`src/rtl/axis_frame_len_stats_pkg.sv`:
```
// Shared constants for the frame-length statistics block: histogram bin edges and bin count.
package axis_frame_len_stats_pkg;

  localparam int HIST_BINS     = 4;
  localparam int HIST_BIN0_MAX = 127;
  localparam int HIST_BIN1_MAX = 511;
  localparam int HIST_BIN2_MAX = 1023;

endpackage

```
`src/rtl/axis_frame_len_stats_if.sv`:
```
// Result-pulse bus from the AXIS length monitor into the statistics block.
// Handshake: frame_len is qualified by frame_len_valid, a one-cycle pulse per frame.
// There is no ready; the consumer absorbs every pulse in the cycle it arrives.
interface axis_frame_len_stats_if #(
  parameter int LEN_WIDTH = 16
);
  logic [LEN_WIDTH-1:0] frame_len;
  logic                 frame_len_valid;

  modport master (output frame_len, output frame_len_valid);
  modport slave  (input  frame_len, input  frame_len_valid);
endinterface

```
`src/rtl/axis_stat_sat_counter.sv`:
```
// Saturating accumulator; count shows the value after this cycle's increment so a
// snapshot taken in the same cycle includes the coincident sample.
module axis_stat_sat_counter #(
  parameter int WIDTH     = 32,
  parameter int INC_WIDTH = 1
) (
  input  logic                 clk,
  input  logic                 rst,
  input  logic                 clr,
  input  logic                 inc_en,
  input  logic [INC_WIDTH-1:0] inc_val,
  output logic [WIDTH-1:0]     count
);

  logic [WIDTH-1:0] count_q;
  logic [WIDTH:0]   sum;

  always_comb begin
    sum   = {1'b0, count_q} + (WIDTH+1)'(inc_val);
    count = count_q;
    if (inc_en) begin
      count = sum[WIDTH] ? '1 : sum[WIDTH-1:0];
    end
  end

  always_ff @(posedge clk) begin
    if (rst || clr) begin
      count_q <= '0;
    end else begin
      count_q <= count;
    end
  end

endmodule

```
`src/rtl/axis_frame_len_stats.sv`:
```
// Per-interval frame-length statistics with snapshot/clear.
// Optional histogram enabled by defining AXIS_FRAME_LEN_STATS_HIST_EN.
module axis_frame_len_stats
  import axis_frame_len_stats_pkg::*;
#(
  parameter int LEN_WIDTH   = 16,
  parameter int COUNT_WIDTH = 32,
  parameter int BYTES_WIDTH = 48,
  parameter int MIN_LEN     = 64,
  parameter int MAX_LEN     = 1518
) (
  input  logic                           clk,
  input  logic                           rst,
  axis_frame_len_stats_if.slave          len_if,
  input  logic                           snapshot_req,
  input  logic                           snapshot_clear,
  output logic [COUNT_WIDTH-1:0]         stat_frames,
  output logic [BYTES_WIDTH-1:0]         stat_bytes,
  output logic [LEN_WIDTH-1:0]           stat_min_len,
  output logic [LEN_WIDTH-1:0]           stat_max_len,
  output logic [COUNT_WIDTH-1:0]         stat_runt,
  output logic [COUNT_WIDTH-1:0]         stat_oversize,
  output logic [HIST_BINS*COUNT_WIDTH-1:0] stat_hist,
  output logic                           stat_valid
);

  logic                   sample;
  logic [LEN_WIDTH-1:0]   len;
  logic                   clr_live;
  logic                   is_runt;
  logic                   is_over;

  assign sample   = len_if.frame_len_valid;
  assign len      = len_if.frame_len;
  assign clr_live = snapshot_req & snapshot_clear;
  assign is_runt  = len < LEN_WIDTH'(MIN_LEN);
  assign is_over  = len > LEN_WIDTH'(MAX_LEN);

  logic [COUNT_WIDTH-1:0] frames_next, runt_next, over_next;
  logic [BYTES_WIDTH-1:0] bytes_next;

  axis_stat_sat_counter #(.WIDTH(COUNT_WIDTH), .INC_WIDTH(1)) u_frames (
    .clk(clk), .rst(rst), .clr(clr_live), .inc_en(sample), .inc_val(1'b1), .count(frames_next)
  );
  axis_stat_sat_counter #(.WIDTH(BYTES_WIDTH), .INC_WIDTH(LEN_WIDTH)) u_bytes (
    .clk(clk), .rst(rst), .clr(clr_live), .inc_en(sample), .inc_val(len), .count(bytes_next)
  );
  axis_stat_sat_counter #(.WIDTH(COUNT_WIDTH), .INC_WIDTH(1)) u_runt (
    .clk(clk), .rst(rst), .clr(clr_live), .inc_en(sample & is_runt), .inc_val(1'b1), .count(runt_next)
  );
  axis_stat_sat_counter #(.WIDTH(COUNT_WIDTH), .INC_WIDTH(1)) u_over (
    .clk(clk), .rst(rst), .clr(clr_live), .inc_en(sample & is_over), .inc_val(1'b1), .count(over_next)
  );

  // Min/max: *_next already folds in the current sample, mirroring the counters.
  logic [LEN_WIDTH-1:0] min_live, max_live, min_next, max_next;

  assign min_next = (sample && (len < min_live)) ? len : min_live;
  assign max_next = (sample && (len > max_live)) ? len : max_live;

  always_ff @(posedge clk) begin
    if (rst || clr_live) begin
      min_live <= '1;
      max_live <= '0;
    end else begin
      min_live <= min_next;
      max_live <= max_next;
    end
  end

  always_ff @(posedge clk) begin
    if (rst) begin
      stat_frames   <= '0;
      stat_bytes    <= '0;
      stat_min_len  <= '1;
      stat_max_len  <= '0;
      stat_runt     <= '0;
      stat_oversize <= '0;
      stat_valid    <= 1'b0;
    end else begin
      stat_valid <= snapshot_req;
      if (snapshot_req) begin
        stat_frames   <= frames_next;
        stat_bytes    <= bytes_next;
        stat_min_len  <= min_next;
        stat_max_len  <= max_next;
        stat_runt     <= runt_next;
        stat_oversize <= over_next;
      end
    end
  end

`ifdef AXIS_FRAME_LEN_STATS_HIST_EN
  logic [HIST_BINS-1:0]             bin_hit;
  logic [HIST_BINS*COUNT_WIDTH-1:0] hist_next;

  always_comb begin
    bin_hit = '0;
    if (len <= LEN_WIDTH'(HIST_BIN0_MAX))      bin_hit[0] = 1'b1;
    else if (len <= LEN_WIDTH'(HIST_BIN1_MAX)) bin_hit[1] = 1'b1;
    else if (len <= LEN_WIDTH'(HIST_BIN2_MAX)) bin_hit[2] = 1'b1;
    else                                       bin_hit[3] = 1'b1;
  end

  for (genvar b = 0; b < HIST_BINS; b++) begin : g_hist
    axis_stat_sat_counter #(.WIDTH(COUNT_WIDTH), .INC_WIDTH(1)) u_bin (
      .clk(clk), .rst(rst), .clr(clr_live), .inc_en(sample & bin_hit[b]), .inc_val(1'b1),
      .count(hist_next[b*COUNT_WIDTH +: COUNT_WIDTH])
    );
  end

  always_ff @(posedge clk) begin
    if (rst) begin
      stat_hist <= '0;
    end else if (snapshot_req) begin
      stat_hist <= hist_next;
    end
  end
`else
  assign stat_hist = '0;
`endif

endmodule

```
`src/flat_wrapper.sv`:
```
// flat-port wrapper written by rule: the top's interface ports become plain ports
module axis_frame_len_stats_flat import axis_frame_len_stats_pkg::*;
#(
  parameter int LEN_WIDTH   = 16,
  parameter int COUNT_WIDTH = 32,
  parameter int BYTES_WIDTH = 48,
  parameter int MIN_LEN     = 64,
  parameter int MAX_LEN     = 1518
)
  (clk, rst, snapshot_req, snapshot_clear, stat_frames, stat_bytes, stat_min_len, stat_max_len, stat_runt, stat_oversize, stat_hist, stat_valid, len_if_frame_len, len_if_frame_len_valid);
  axis_frame_len_stats_if #(.LEN_WIDTH(LEN_WIDTH)) len_if_i ();
  input  logic clk;
  input  logic rst;
  input  logic snapshot_req;
  input  logic snapshot_clear;
  output logic [COUNT_WIDTH-1:0] stat_frames;
  output logic [BYTES_WIDTH-1:0] stat_bytes;
  output logic [LEN_WIDTH-1:0] stat_min_len;
  output logic [LEN_WIDTH-1:0] stat_max_len;
  output logic [COUNT_WIDTH-1:0] stat_runt;
  output logic [COUNT_WIDTH-1:0] stat_oversize;
  output logic [HIST_BINS*COUNT_WIDTH-1:0] stat_hist;
  output logic stat_valid;
  input wire logic [$bits(len_if_i.frame_len)-1:0] len_if_frame_len;
  input wire logic [$bits(len_if_i.frame_len_valid)-1:0] len_if_frame_len_valid;
  assign len_if_i.frame_len = len_if_frame_len;
  assign len_if_i.frame_len_valid = len_if_frame_len_valid;
  axis_frame_len_stats #(.LEN_WIDTH(LEN_WIDTH), .COUNT_WIDTH(COUNT_WIDTH), .BYTES_WIDTH(BYTES_WIDTH), .MIN_LEN(MIN_LEN), .MAX_LEN(MAX_LEN)) u_core (.clk(clk), .rst(rst), .len_if(len_if_i), .snapshot_req(snapshot_req), .snapshot_clear(snapshot_clear), .stat_frames(stat_frames), .stat_bytes(stat_bytes), .stat_min_len(stat_min_len), .stat_max_len(stat_max_len), .stat_runt(stat_runt), .stat_oversize(stat_oversize), .stat_hist(stat_hist), .stat_valid(stat_valid));
endmodule
```
`config.mk`:
```
export PLATFORM = sky130hd
export DESIGN_NAME = axis_frame_len_stats_flat
export DESIGN_NICKNAME = d
export VERILOG_FILES = /design/src/rtl/axis_frame_len_stats_pkg.sv /design/src/rtl/axis_frame_len_stats_if.sv /design/src/rtl/axis_stat_sat_counter.sv /design/src/rtl/axis_frame_len_stats.sv /design/src/flat_wrapper.sv
export SDC_FILE = /design/constraint.sdc
export NUM_CORES = 1
export LEC_CHECK = 0
export BUFFER_PORTS_ARGS = -buffer_cell sky130_fd_sc_hd__buf_4
export CORE_MARGIN = 2
export CORE_UTILIZATION = 41
export CTS_BUF_LIST = sky130_fd_sc_hd__clkbuf_8 sky130_fd_sc_hd__clkbuf_16
export CTS_CLUSTER_DIAMETER = 120
export DETAILED_ROUTE_END_ITERATION = 7
export GPL_TIMING_DRIVEN = 0
export PLACE_DENSITY = 0.69
export SKIP_CTS_REPAIR_TIMING = 1
export SLEW_MARGIN = 15
export SYNTH_ARGS = -nofsm -noshare
export SYNTH_HDL_FRONTEND = slang
export SYNTH_HIERARCHICAL = 1
export SYNTH_SLANG_ARGS = --single-unit
```
`constraint.sdc`:
```
create_clock -name clk -period 3.1 [get_ports clk]
set_input_delay 0.62 -clock clk [delete_from_list [all_inputs] [get_ports clk]]
set_output_delay 0.62 -clock clk [all_outputs]
set_load 0.03 [all_outputs]
```
---- Yosys cells after proc, flatten, opt, wreduce, memory -nomap -nowiden ----
Cells that the tools add are included.
W data, S select, Z words.
word-level totals
  input bits .............................. 21
  logic and storage cells ................. 37
  register bits ........................... 353
  output and inout bits ................... 305
operators by class
  bitwise operators ....................... 3
  add/sub/neg operators ................... 4
  reductions and logical operators ........ 3
  $lt $le $gt $ge ......................... 4
  multiplexer cells ....................... 10
operators with widths
  kind                     number
  $mux W32                 6
  $add A32 B1 Y33 const B  3
  $mux W48                 2
  $add A48 B16 Y49         1
  $mux W16                 2
  $gt A16 B11 Y1 const B   1
  $gt A16 B16 Y1           1
  $lt A16 B16 Y1           1
  $lt A16 B7 Y1 const B    1
  $and A1 B1 Y1            3
  $logic_and A1 B1 Y1      2
  $logic_or A1 B1 Y1       1

---- Depth between registers and ports, before layout ----
  depth in word-level cells ............... 3
  gate-level depth with buffers ........... 12

---- By module ----
The synthesis kept the hierarchy.
modules (own cells, without submodules)
  module                                       cells each  seq. area each (sq um)  area each (sq um)  instances
  axis_frame_len_stats                         966         4,184.0                 9,346.5            1
  axis_stat_sat_counter (u_core.u_frames ...)  208         640.6                   1,711.6            3
  axis_stat_sat_counter (u_core.u_bytes)       417         960.9                   3,447.1            1

---- Least setup slack after synthesis ----
OpenSTA, ideal clock, no wires.
  path type ............................... in2reg
  from .................................... input len_if_frame_len[0]
  to ...................................... register u_core.stat_bytes[29]
  required time ........................... 2.972 ns
  cell stages on the path ................. 12
  data arrival time ....................... 2.873 ns
  path buffers ............................ 2
  path slack .............................. 0.099 ns
  library setup time ...................... 0.128 ns
  path through ............................ ha_1 -> fa_1 -> a211oi_1 -> o21a_1 -> o211ai_1 -> o21a_1 -> nand4_1 -> buf_2 -> buf_1 -> nand2_1 -> mux2i_1 -> nor2_1
on the way
  longest elaborated chain between the ends .. 3
ends and longest elaborated chain
  what                             line                         RTL
  start, declared                  flat_wrapper.sv:24           input wire logic [$bits(len_if_i.frame_len)-1:0] len_if_frame_len;
  $add A48 B16 Y49                 axis_stat_sat_counter.sv:19  sum = {1'b0, count_q} + (WIDTH+1)'(inc_val);
  $mux W48                         axis_stat_sat_counter.sv:22  count = sum[WIDTH] ? '1 : sum[WIDTH-1:0];
  $mux W48                         axis_stat_sat_counter.sv:21  if (inc_en) begin
  named net u_core.bytes_next[29]  axis_frame_len_stats.sv:40   logic [BYTES_WIDTH-1:0] bytes_next;
  end signal, assigned             axis_frame_len_stats.sv:84   stat_bytes <= bytes_next;
  end, declared                    axis_frame_len_stats.sv:18   output logic [BYTES_WIDTH-1:0] stat_bytes,
The timed path passes the listed nets, and every way through them passes these cells.
A chain may end at the register's enable or synchronous reset.

---- Final worst setup path ----
  from .................................... input len_if_frame_len[13]
  to ...................................... register u_core.stat_runt[13]
on the way
  longest elaborated chain between the ends .. 3
ends and longest elaborated chain
  what                            line                         RTL
  $lt A16 B7 Y1                   axis_frame_len_stats.sv:36   assign is_runt = len < LEN_WIDTH'(MIN_LEN);
  $and A1 B1 Y1                   axis_frame_len_stats.sv:49   .clk(clk), .rst(rst), .clr(clr_live), .inc_en(sample & is_runt), .inc_val(1'b1), .count(runt_next)
  $mux W32                        axis_stat_sat_counter.sv:21
  named net u_core.runt_next[13]  axis_frame_len_stats.sv:39   logic [COUNT_WIDTH-1:0] frames_next, runt_next, over_next;
  end signal, assigned            axis_frame_len_stats.sv:87   stat_runt <= runt_next;
  end, declared                   axis_frame_len_stats.sv:21   output logic [COUNT_WIDTH-1:0] stat_runt,
The timed path passes the listed nets, and every way through them passes these cells.

==> flow_metrics.py <==
metrics = {
    "synthesis": {
        "syn_inst": 2007,
        "synthDistinctLibCells": 89,
        "yosysTopAreaCellShare_pct": 39.4,
        "synthFlopType": "dfxtp_1",
        "synth_area_sq_um": 17900,
        "synthTopCellsByArea": "dfxtp_1 39%, mux2i_1 9.9%, buf_4 5.4%",
        "syn_area_per_cell_sq_um": 8.93,
        "async_flop_share_pct": 0,
        "synth-seq-area-share_pct": 39.4,
        "yosysWarnings": 6,
        "synth_edf_count": 0,
        "yosys.area.top_type": "dfxtp_1",
        "synth-seq-cells": 353,
    },
    "final_layout": {
        "final_cell_mix": "353 x dfxtp_1, 330 x buf_4, 237 x nor2_1",
        "num_antenna_cells": 0,
        "nFillCells": 4076,
        "drive_above_1_share_pct": 21.3,
        "final_cells": 2997,
        "ff_latch_area_sq_um": 7070,
        "layout_commonest_cell": "dfxtp_1",
        "final_cell_area_sq_um": 22100,
        "areaGrowthSynthToFinish_pct": 23.0,
        "final_nets": 2456,
        "multiInputGateArea_sq_um": 9780,
    },
    "critical_path": {
        "r2r_end": "u_core/stat_bytes[37]",
        "critPathSlowestCell": "or4_1",
        "r2r-start": "u_core/u_bytes/count_q[1]",
        "crit_chain": "buf_4 > or4_1 > nor2_1 > and4b_1 > nand2_1 > or3_4 > nor2_4 > nand2_2 > clkbuf_2 > nand2_1 > mux2i_1 > nor2_1",
        "critical_path_class": "in2reg",
        "start_kind": "primary input",
        "cpPeakStageDelay_ns": 0.53,
        "cp.arrival_ns": 3.47,
        "cp.required_ns": 3.60,
        "r2r_slack_ns": 0.16,
        "crit_path_end_kind": "register",
        "cp_max_fo": 10,
        "rr_worst_depth": 9,
    },
    "global_route": {
        "track_usage_pct": 20.8,
        "grt_pass1_wl_microns": 75800,
        "antenna_found_initial": 0,
        "grt_pass1_vias": 14500,
        "grt_remaining_overflow": 0,
        "grt_max_degree": 13,
    },
    "hold_path": {
        "holdPathEnd": "u_core/min_live[2]",
        "hold_path_class": "in2reg",
        "min_path_cells": 3,
        "hp-start": "len_if_frame_len[2]",
    },
    "power_and_ir_drop": {
        "comb_power_share_pct": 12.8,
        "p_seq_share_pct": 42.9,
        "p_int_mw": 8.03,
        "p_sw_mw": 2.90,
        "finalPower_mw": 10.9,
        "clkPwrFrac_pct": 44.3,
        "p_leak_nw": 10.2,
        "ir_drop_v": 0.000373,
        "swShare_pct": 26.5,
        "powerDensity_nw_per_um2": 495,
    },
    "clocking": {
        "clk_latency_ns": 0.56,
        "cts_tree": "built",
        "cts_made_buffers": 41,
        "cts_sinks": 353,
        "clk_path_buf_depth": 3,
        "path_clk_slew_ns": 0.06,
        "root_buffer": "clkbuf_16",
        "ctsHtreeMaxLevel": 2,
    },
    "sta": {
        "hold_viol": 0,
        "max_freq_ghz": 0.337,
        "rsz0062_at_grt": "yes",
        "fin_crit_ns": 2.97,
        "worst_slew_pin_slew_ns": 1.14,
        "fin_crit_sh_pct": 95.8,
        "slew_violations": 0,
        "slew_headroom_pct": 23.9,
        "finalSetupViolations": 0,
        "fin_setup_tns_ns": 0,
        "skew_ns": 0.0162,
    },
    "floorplanning": {
        "rows": 76,
        "die_h_microns": 213,
        "coreArea_sq_um": 43100,
        "die_area_sq_um": 45400,
        "start_util_pct": 41.6,
        "chipWidth_microns": 213,
        "ios": 326,
    },
    "job": {
        "cap_viol_max_count": 0,
    },
    "place": {
        "dp_cells": 2920,
        "port_buffers": 196,
        "dpl_cell_area_sq_um": 20600,
        "place_congestion": 0.909,
        "hpwlAfterDp_microns": 36800,
    },
    "drt": {
        "drtIter0Drc": 857,
        "wl_per_cell_microns": 16.2,
        "antenna_left": 0,
        "vias_per_cell": 5.03,
        "firstDrtPassIters": 5,
        "drt-total-wl_microns": 48400,
        "drc": 0,
        "via_count": 15100,
    },
    "outcome": {
        "status": "finished clean",
    },
}
worst max-delay path, delay by kind of cell:
family | cells | cell delay (ns)
and+or+nand+nor | 9 | 2.30
buffers and inverters | 2 | 0.45
muxes | 1 | 0.07
how the worst max path moves through the flow:
stage,from,endpoint,slack (ns)
finish,len_if_frame_len[13],u_core/stat_runt[13],0.13
global route,len_if_frame_len[13],u_core/stat_runt[14],-0.04
CTS,u_core/u_bytes/count_q[0],u_core/stat_bytes[12],-0.18
floorplan,len_if_frame_len[0],u_core/stat_bytes[29],0.1
detailed placement,len_if_frame_len[0],u_core/stat_bytes[12],-0.63
global placement,len_if_frame_len[0],u_core/stat_bytes[12],-0.62
logic make-up after synthesis:
logic type | after synthesis | synth area share [%]
buf+inv | 276 | 9.04
simple gates | 775 | 22.2
mux | 193 | 10.9
flops | 353 | 39.4
other cells | 2 | 0.0419
xor+xnor | 93 | 4.54
compound gates | 261 | 10.1
fa+ha+maj | 54 | 3.81
routing by layer:
layer	vias up	global-route usage, %	routed length (microns)
met2	419	35.6	22900
met5	-	0	0
met1	7093	26.4	21300
met3	71	4.44	3120
li1	7497	-	-
met4	0	5.57	1030
Yosys cell counts, types with 7 or more instances:
library cell  count
a21o_1            9
o21ai_0          13
ha_1             53
a211oi_1         20
nand4_1          58
o22a_1           13
clkbuf_1         56
mux2i_1         178
and4_1           11
buf_1             9
nand2_1         185
a21oi_1         125
dfxtp_1         353
and4b_1          16
inv_1            44
buf_4           130
nand3_1          43
and2_1           57
and3_1           23
nor2_1          237
o21a_1            7
nor3_1           56
buf_2            26
or2_2             9
a31oi_1          12
xnor2_1          42
nor4_1           13
xor2_1           51
nor4b_1          16
mux2_2           14
power groups by stage:
stage,combinational [mW],sequential [mW],clock (mW)
6_report,1.39,4.69,4.85
5_1_grt,1.51,4.70,5.15
3_3_place_gp,1.36,4.78,0
2_1_floorplan,0.956,4.87,0
4_1_cts,1.38,4.69,4.98
3_5_place_dp,1.38,4.79,0
layout make-up:
cell class | instances | share of cell area, %
buffer | 232 | 6.65
clock buffer | 49 | 5.25
clock inverter | 25 | 0.896
inverter | 44 | 0.749
multi-input combinational | 1510 | 44.3
sequential | 353 | 32.0
tap | 585 | 3.32
timing repair buffer | 199 | 6.77
through the flow:
step / hold slack (ns) / worst slack [ns] / util, %
floorplan: 0.436 / 0.0994 / -
global placement: 0.447 / -0.616 / 47.9
detailed placement: 0.456 / -0.628 / 47.9
CTS: 0.329 / -0.179 / 51.0
global route: 0.362 / -0.0370 / 51.2
finish: 0.358 / 0.130 / 51.2
sequential cells by signal (all words and copies together), names as in the netlist:
signal	cells
u_core/stat_oversize	32
u_core/stat_bytes	48
u_core/max_live	16
u_core/u_bytes/count_q	48
u_core/u_frames/count_q	32
u_core/stat_valid	1
u_core/min_live	16
u_core/stat_min_len	16
u_core/u_runt/count_q	32
u_core/u_over/count_q	32
u_core/stat_runt	32
u_core/stat_max_len	16
u_core/stat_frames	32
No activity file was read; power rests on OpenSTA's default activity.
